===== src/rtl/stream_fifo_fwft.sv =====
// Single-clock valid/ready stream FIFO with first-word-fall-through output,
// registered occupancy flags, synchronous flush and an optional drop-on-full mode.
module stream_fifo_fwft #(
    parameter int unsigned WIDTH     = 8,
    parameter int unsigned DEPTH     = 16,
    parameter int unsigned AF_THRESH = 14,
    parameter int unsigned AE_THRESH = 2,
    parameter int unsigned LOSSY     = 0
) (
    input  logic                     wclk,
    input  logic                     rst_n,
    input  logic                     push_valid,
    output logic                     push_ready,
    input  logic [WIDTH-1:0]         push_payload,
    input  logic                     flush,
    output logic                     pop_valid,
    input  logic                     pop_ready,
    output logic [WIDTH-1:0]         pop_payload,
    output logic [$clog2(DEPTH):0]   level,
    output logic                     almost_full,
    output logic                     almost_empty,
    output logic [15:0]              drop_cnt
);

    localparam int unsigned AW = $clog2(DEPTH);
    localparam int unsigned LW = AW + 1;

    localparam logic [LW-1:0] FULL_LVL = LW'(DEPTH);
    localparam logic [LW-1:0] AF_LVL   = LW'(AF_THRESH);
    localparam logic [LW-1:0] AE_LVL   = LW'(AE_THRESH);
    localparam logic [15:0]   DROP_MAX = 16'hFFFF;

    logic [WIDTH-1:0] mem [DEPTH];

    logic [LW-1:0]    wr_ptr_q, rd_ptr_q, level_q;
    logic [LW-1:0]    wr_ptr_next, rd_ptr_next, level_next;
    logic             pop_valid_q, push_ready_q;
    logic             almost_full_q, almost_empty_q;
    logic [WIDTH-1:0] pop_payload_q, head_next;
    logic [15:0]      drop_cnt_q, drop_cnt_next;
    logic             wr_en, pop_acc, drop;

    // Next-state: handshakes, pointer/level update and prefetch of the next head word.
    always_comb begin
        wr_en         = 1'b0;
        pop_acc       = 1'b0;
        drop          = 1'b0;
        level_next    = level_q;
        wr_ptr_next   = wr_ptr_q;
        rd_ptr_next   = rd_ptr_q;
        head_next     = pop_payload_q;
        drop_cnt_next = drop_cnt_q;

        if (flush) begin
            level_next  = '0;
            wr_ptr_next = '0;
            rd_ptr_next = '0;
        end else begin
            // A full FIFO never accepts, even with a pop in the same cycle.
            wr_en   = push_valid && (level_q != FULL_LVL);
            pop_acc = pop_valid_q && pop_ready;
            drop    = (LOSSY != 0) && push_valid && (level_q == FULL_LVL);

            level_next  = level_q + LW'(wr_en) - LW'(pop_acc);
            wr_ptr_next = wr_ptr_q + LW'(wr_en);
            rd_ptr_next = rd_ptr_q + LW'(pop_acc);

            if (drop && (drop_cnt_q != DROP_MAX)) begin
                drop_cnt_next = drop_cnt_q + 16'd1;
            end

            // Word being written becomes the head when nothing older remains.
            if (level_next != '0) begin
                if (wr_en && (wr_ptr_q == rd_ptr_next)) begin
                    head_next = push_payload;
                end else begin
                    head_next = mem[rd_ptr_next[AW-1:0]];
                end
            end
        end
    end

    always_ff @(posedge wclk or negedge rst_n) begin
        if (!rst_n) begin
            wr_ptr_q       <= '0;
            rd_ptr_q       <= '0;
            level_q        <= '0;
            pop_valid_q    <= 1'b0;
            push_ready_q   <= 1'b1;
            almost_full_q  <= 1'b0;
            almost_empty_q <= 1'b1;
            pop_payload_q  <= '0;
            drop_cnt_q     <= '0;
        end else begin
            wr_ptr_q       <= wr_ptr_next;
            rd_ptr_q       <= rd_ptr_next;
            level_q        <= level_next;
            pop_valid_q    <= (level_next != '0);
            push_ready_q   <= (LOSSY != 0) || (level_next != FULL_LVL);
            almost_full_q  <= (level_next >= AF_LVL);
            almost_empty_q <= (level_next <= AE_LVL);
            pop_payload_q  <= head_next;
            drop_cnt_q     <= drop_cnt_next;
        end
    end

    // Storage array; holds no reset so it maps onto plain RAM.
    always_ff @(posedge wclk) begin
        if (wr_en) begin
            mem[wr_ptr_q[AW-1:0]] <= push_payload;
        end
    end

    assign push_ready   = push_ready_q;
    assign pop_valid    = pop_valid_q;
    assign pop_payload  = pop_payload_q;
    assign level        = level_q;
    assign almost_full  = almost_full_q;
    assign almost_empty = almost_empty_q;
    assign drop_cnt     = drop_cnt_q;

endmodule


===== config.mk =====
export PLATFORM = sky130hd
export DESIGN_NAME = stream_fifo_fwft
export DESIGN_NICKNAME = d
export VERILOG_FILES = /design/src/rtl/stream_fifo_fwft.sv
export SDC_FILE = /design/constraint.sdc
export NUM_CORES = 1
export LEC_CHECK = 0
export ABC_AREA = 1
export CORE_ASPECT_RATIO = 2
export CORE_MARGIN = 5
export CORE_UTILIZATION = 28
export CTS_CLUSTER_SIZE = 40
export DETAILED_ROUTE_END_ITERATION = 16
export PLACE_DENSITY_LB_ADDON = 0.3
export SYNTH_ARGS = -nofsm -noshare
export SYNTH_HDL_FRONTEND = slang
export SYNTH_SLANG_ARGS = --single-unit

===== constraint.sdc =====
create_clock -name wclk -period 3.42 [get_ports wclk]
set_input_delay 0.342 -clock wclk [delete_from_list [all_inputs] [get_ports wclk]]
set_output_delay 0.342 -clock wclk [all_outputs]
set_load 0.03 [all_outputs]

==> results of run 1 <==
## final cells by class
class / count / area [um^2]
Fill cell: 2415 / 16130
Inverter: 42 / 157.7
Clock inverter: 15 / 212.7
Multi-Input combinational cell: 435 / 2033
Sequential cell: 155 / 4522
Tap cell: 332 / 415.4
Clock buffer: 17 / 425.4
Timing Repair Buffer: 58 / 533.0
## sequential cells by signal (all words and copies together) (netlist names)
name	flops
almost_empty	1
pop_payload	8
rd_ptr_q	5
level	5
mem	128
pop_valid	1
wr_ptr_q	5
push_ready	1
almost_full	1
## path summary, 6_finish.rpt
check	start	endpoint	slack, ns	depth (start not counted)
max reg2reg	level[2]$_DFF_PN0_	pop_payload[0]$_DFFE_PN0P_	0.52	17
min in group wclk	pop_payload[1]$_DFFE_PN0P_	pop_payload[1]$_DFFE_PN0P_	0.52	2
max in group asynchronous	rst_n	push_ready$_DFF_PN1_	2.81	2
min reg2reg	pop_payload[1]$_DFFE_PN0P_	pop_payload[1]$_DFFE_PN0P_	0.52	2
min	rst_n	rd_ptr_q[3]$_DFF_PN0_	0.29	2
max	level[2]$_DFF_PN0_	pop_payload[0]$_DFFE_PN0P_	0.52	17
## layout by cell type, fill, tap and decap left out, types with 2 or more instances in the layout
master,netlist,routed
nor2_1,128,128
edfxtp_1,128,128
nand2_1,108,108
nand3_1,86,86
o21ai_0,45,45
inv_1,36,36
clkdlybuf4s50_1,0,29
buf_4,18,27
dfrtp_1,25,25
clkbuf_16,0,17
conb_1,1,16
nand4_1,12,12
ha_1,10,9
nand2_2,8,8
inv_2,6,6
o21ai_1,5,5
bufinv_16,0,4
a21oi_1,3,3
o31ai_1,3,3
clkinvlp_4,0,3
inv_6,0,3
xor2_1,2,2
nor3_1,2,2
nor2_4,2,2
dfstp_2,2,2
clkinv_4,0,2
inv_8,0,2
buf_12,0,2
## cell families after synthesis
logic type               synth area share
AND/OR/NAND/NOR                    0.2178
adder cells (fa/ha/maj)           0.02101
other                           0.0005430
buffers and inverters             0.05942
AO/OA/AOI/OAI                     0.04402
XOR/XNOR                         0.002537
flip-flops                         0.6547
## through the flow
stage | hold WS [ns] | total power [W] | cell area [um^2] | setup WS (ns)
after CTS | 0.2803 | 0.006624 | 8299 | 0.4808
after global placement | 0.5092 | 0.004579 | 7661 | 0.4849
after detailed placement | 0.5076 | 0.004587 | 7661 | 0.4119
after global routing | 0.3174 | 0.006943 | 8299 | 0.2338
final | 0.2873 | 0.006525 | 8299 | 0.5152
after floorplan | 0.04641 | 0.003847 | 6963 | 0.4519
## layer usage
layer	wire, um	part of all wire	vias up
met3	604	0.036	34
met1	5730	0.34	2217
met2	9806	0.58	113
met5	0	0	-
li1	-	-	2316
met4	766	0.045	0
## power by group
group | leakage [nW] | internal (W) | switching (W) | total [W]
registers | 1.49 | 0.00219 | 0.0000772 | 0.00227
clock network | 0.302 | 0.00124 | 0.000783 | 0.00202
logic | 1.37 | 0.000765 | 0.00147 | 0.00223
==> impl_metrics.py, run 1 <==
metrics = {
    "critical_path": {
        "cp_slowest_cell": "fa_1",
        "path_max_fanout": 9,
        "crit_arrival_ns": 3.22,
        "crit_type": "flop to flop",
        "cpLargestDelayFamily": "adder cells",
        "critPathCaptureType": "flop",
        "start_kind": "flop",
        "required_ns": 3.74,
        "cp_cell_sequence": "inv_1 > ha_1 > nand2_1 > nor2_1 > nor2_1 > inv_1 > ha_1 > inv_1 > ha_1 > fa_1 > xor2_1 > nor2_1 > nand2_1 > o21ai_4 > nand2_2 > nand3_1 > nand2_1",
        "cp_num_buf_inv": 3,
        "cpPeakStageDelay_ns": 0.40,
    },
    "detailed_routing": {
        "routed-via-count": 4680,
        "drc_errors": 0,
        "dr.pass1.iters": 5,
        "wl_per_cell_um": 16.04,
        "via_per_inst": 4.440,
        "routed_wl_um": 16910,
        "drt_iter0_markers": 355,
        "drtAntennaViolNets": 0,
    },
    "clocking": {
        "htreeDepth": 4,
        "numCtsBuffers": 17,
        "clock_latency_ns": 0.43,
        "clock_sinks": 155,
        "cts_resized": 0,
        "post_cts_buffers": 0,
        "clock-root-buffer": "clkbuf_16",
        "cts_tree": "yes",
        "cts_hold_buf": 0,
        "cts_buffer_depth": 2,
        "clk_pin_slew_worst_paths_ns": 0.06,
    },
    "grt": {
        "antenna_found_initial": 0,
        "grt_util_all_layers": 0.1276,
        "grt_pass1_vias": 4765,
        "met3_usage": 0.02925,
        "grt_pass1_wl_um": 26480,
        "gr-usage-met2": 0.2459,
        "groute.layer.met1.usage": 0.1181,
        "grt_max_degree": 66,
        "overflow": 0,
        "busiest_layer": "met2",
    },
    "logic_synthesis": {
        "ys_types": 29,
        "yosys_warnings": 0,
        "yosysTopAreaCellShare": 0.5565,
        "netlist_area_um2": 6907,
        "async_reset_ff_frac": 0.1742,
        "synth_top_area_cell": "edfxtp_1",
        "ys_seq_area_frac": 0.6547,
        "synth-edff-count": 128,
        "synthCells": 658,
        "synthTopCellsByCount": "128 x edfxtp_1, 128 x nor2_1, 108 x nand2_1",
        "synth.area.top_cells": "edfxtp_1 56%, dfrtp_1 9.1%, nor2_1 7.0%",
        "synth_ff_type": "edfxtp_1",
        "avgSynthCellArea_um2": 10.50,
        "ys_seq_elements": 155,
    },
    "sta": {
        "finalCritPeriodShare": 0.8493,
        "finalHoldViolations": 0,
        "worst_slew_pin_slew_ns": 0.7715,
        "fin_crit_ns": 2.905,
        "setup_viol": 0,
        "slew_violations": 0,
        "fmax_mhz": 344.3,
        "tns_ns": 0,
        "rsz0062_at_grt": "no",
        "fin_skew_ns": 0.008365,
        "relSlewSlack": 0.4840,
    },
    "place": {
        "dp.final_hpwl_um": 12290,
        "gp_congestion": 0.8117,
        "port_buffers": 29,
        "place_inst": 1022,
    },
    "power": {
        "peakVddDrop_mv": 0.3955,
        "p_per_area_nw_per_um2": 786.2,
        "p_leak_nw": 3.170,
    },
    "die": {
        "dieWidth_um": 121.1,
        "rows": 81,
        "core_um2": 24420,
        "die-area_um2": 28100,
        "dieHeight_um": 232.1,
        "initial_core_util": 0.2828,
        "ios": 46,
    },
    "worst_hold_path": {
        "min_path_type": "input pin to asynchronous set/reset pin",
    },
    "job": {
        "drv_cap": 0,
    },
    "final_layout": {
        "antenna_cells": 0,
        "drive_above_1_share": 0.1122,
        "post_layout_nonfiller_instances": 1054,
        "syn_to_final_growth_pct": 20.16,
        "final_net_count": 733,
        "final_util": 0.3398,
    },
    "outcome": {
        "status": "finished, final reports clean",
    },
}
Note: power is estimated with default switching activity, not from simulation.
==> run 2, diff against run 1 <==
==> constraint.sdc (replaced) <==
create_clock -name wclk -period 2.5 [get_ports wclk]
set_input_delay 0.25 -clock wclk [delete_from_list [all_inputs] [get_ports wclk]]
set_output_delay 0.25 -clock wclk [all_outputs]
set_load 0.03 [all_outputs]
==> impl_metrics.py, run 2 (synthesis results as in run 1) <==
metrics = {
    "outcome": {
        "status": "complete, but fails checks",
        "violations": "setup timing",
    },
    "clocking": {
        "cts_buffer_depth": 2,
        "clock_sinks": 155,
        "cts_hold_buf": 0,
        "htreeDepth": 4,
        "clock-root-buffer": "clkbuf_16",
        "numCtsBuffers": 17,
        "clk_pin_slew_worst_paths_ns": 0.06,
        "cts_tree": "yes",
        "clock_latency_ns": 0.43,
    },
    "critical_path": {
        "crit_type": "flop to flop",
        "crit_arrival_ns": 3.04,
        "start_kind": "flop",
        "r2r_start": "level[2]$_DFF_PN0_",
        "path_max_fanout": 9,
        "critPathCaptureType": "flop",
        "required_ns": 2.87,
        "startpoint": "level[2]$_DFF_PN0_",
    },
    "die": {
        "die-area_um2": 28100,
        "dieWidth_um": 121.1,
        "core_um2": 24420,
        "initial_core_util": 0.2828,
        "dieHeight_um": 232.1,
        "rows": 81,
        "ios": 46,
    },
    "place": {
        "dpl-instance-area_um2": 8043,
        "gp_congestion": 0.9062,
        "dp.final_hpwl_um": 13110,
        "port_buffers": 29,
    },
    "sta": {
        "relSlewSlack": 0.4662,
        "worst_slew_pin_slew_ns": 0.7982,
        "tns_ns": -1.673,
        "timing.final.ws_setup_ns": -0.1707,
        "setup_viol": 11,
        "finalCritPeriodShare": 1.068,
        "rsz0062_at_grt": "yes",
        "slew_violations": 0,
        "fmax_mhz": 374.4,
        "finalHoldViolations": 0,
        "fin_skew_ns": 0.004489,
        "fin_crit_ns": 2.671,
    },
    "job": {
        "drv_cap": 0,
    },
    "grt": {
        "grt_pass1_vias": 4809,
        "antenna_found_initial": 0,
        "grt_max_degree": 38,
        "overflow": 0,
        "grt_pass1_wl_um": 27280,
        "grt_util_all_layers": 0.1325,
    },
    "final_layout": {
        "final_area_um2": 8775,
        "largest_register_ffs": 128,
        "antenna_cells": 0,
        "syn_to_final_growth_pct": 27.05,
        "final_net_count": 779,
        "layout_common_cells": "128 x edfxtp_1, 123 x nor2_1, 106 x nand2_1",
        "fillCellCount": 2451,
        "final_common_cell": "edfxtp_1",
        "drive_above_1_share": 0.1953,
    },
    "detailed_routing": {
        "wl_per_cell_um": 16.21,
        "drc_errors": 0,
        "drt_iter0_markers": 354,
        "via_per_inst": 4.403,
        "drt-met1-wl_um": 5872,
        "top_layer": "met4",
        "met2_length_um": 10670,
        "dr.pass1.iters": 5,
        "routed_wl_um": 17830,
        "met3_length_um": 636,
        "drtAntennaViolNets": 0,
        "routed-via-count": 4843,
    },
    "worst_hold_path": {
        "min_path_type": "input pin to asynchronous set/reset pin",
    },
    "power": {
        "peakVddDrop_mv": 0.5377,
        "p_leak_nw": 3.406,
        "p_per_area_nw_per_um2": 1062,
    },
}
[run 2: layer usage]
layer,track usage,vias to the layer above
met5,0,-
met4,0.06383,0
met3,0.02584,33
met2,0.2699,105
met1,0.1192,2294
li1,-,2411
[run 2: timing repair]
| action | CTS | global route |
|---|---|---|
| endpoints found under the hold margin | 0 | 0 |
| pin swaps | 0 | 1 |
| setup endpoints to repair | 13 | 33 |
| setup buffers | 3 | 3 |
| gates resized for setup | 10 | 13 |
| cloned | 1 | 0 |
[run 2: area by class of cell]
| class | instances | area [um^2] | share of cell area |
|---|---|---|---|
| clock buffers | 18 | 429.2 | 0.04891 |
| clock inverters | 14 | 146.4 | 0.01668 |
| inverters | 42 | 157.7 | 0.01797 |
| multi-input cells | 436 | 2160 | 0.2461 |
| flip-flops and latches | 155 | 4526 | 0.5158 |
| well taps | 332 | 415.4 | 0.04734 |
| repair buffers | 103 | 940.9 | 0.1072 |
[run 2: report_power, final]
part	total, W	switching (W)	internal (W)
clock	0.00249	0.00102	0.00147
combinational	0.00372	0.00222	0.00149
sequential	0.00311	0.000107	0.00300
total	0.00932	0.00336	0.00597
[run 2: final timing paths]
| path | endpoint | depth (start not counted) | slack, ns |
|---|---|---|---|
| setup reg to reg | pop_payload[1]$_DFFE_PN0P_ | 17 | -0.17 |
| hold reg to reg | pop_payload[2]$_DFFE_PN0P_ | 2 | 0.52 |
| max in group asynchronous | push_ready$_DFF_PN1_ | 2 | 1.98 |
| hold / removal | rd_ptr_q[1]$_DFF_PN0_ | 2 | 0.20 |
| min in group wclk | pop_payload[2]$_DFFE_PN0P_ | 2 | 0.52 |
| setup / recovery | pop_payload[1]$_DFFE_PN0P_ | 17 | -0.17 |
[run 2: critical path, stage by stage, from the launching register on]
cell	delay [ns]
dfrtp_2	0.36
inv_2	0.05
ha_4	0.15
nand2_2	0.06
nor2_1	0.04
nor2_1	0.12
inv_1	0.07
ha_1	0.28
inv_2	0.04
ha_4	0.15
fa_2	0.38
xor2_2	0.16
nor2_1	0.08
nand2_1	0.09
o21ai_4	0.23
buf_6	0.17
nand3_1	0.08
nand2_1	0.06
[run 2: per-stage QoR]
stage	setup slack, ns	std cells	utilization	hold WS, ns	power, W
2_1_floorplan	-0.2245	673	-	-0.04559	0.005323
3_3_place_gp	-0.1761	1061	0.3293	0.5148	0.006661
3_5_place_dp	-0.2057	1061	0.3293	0.5046	0.006684
4_1_cts	-0.1731	1097	0.3562	0.1924	0.009337
5_1_grt	-0.3261	1100	0.3593	0.2350	0.009921
6_report	-0.1707	1100	0.3593	0.1996	0.009321
==> run 3, diff against run 2 <==
--- a/config.mk
+++ b/config.mk
@@ -9,8 +9,10 @@
 export CORE_ASPECT_RATIO = 2
 export CORE_MARGIN = 5
 export CORE_UTILIZATION = 28
+export CTS_CLUSTER_DIAMETER = 100
 export CTS_CLUSTER_SIZE = 40
 export DETAILED_ROUTE_END_ITERATION = 16
+export GPL_ROUTABILITY_DRIVEN = 0
 export PLACE_DENSITY_LB_ADDON = 0.3
 export SYNTH_ARGS = -nofsm -noshare
 export SYNTH_HDL_FRONTEND = slang
==> results of run 3 <==
No change in the layout: final DEF, timing and power equal those of run 2.
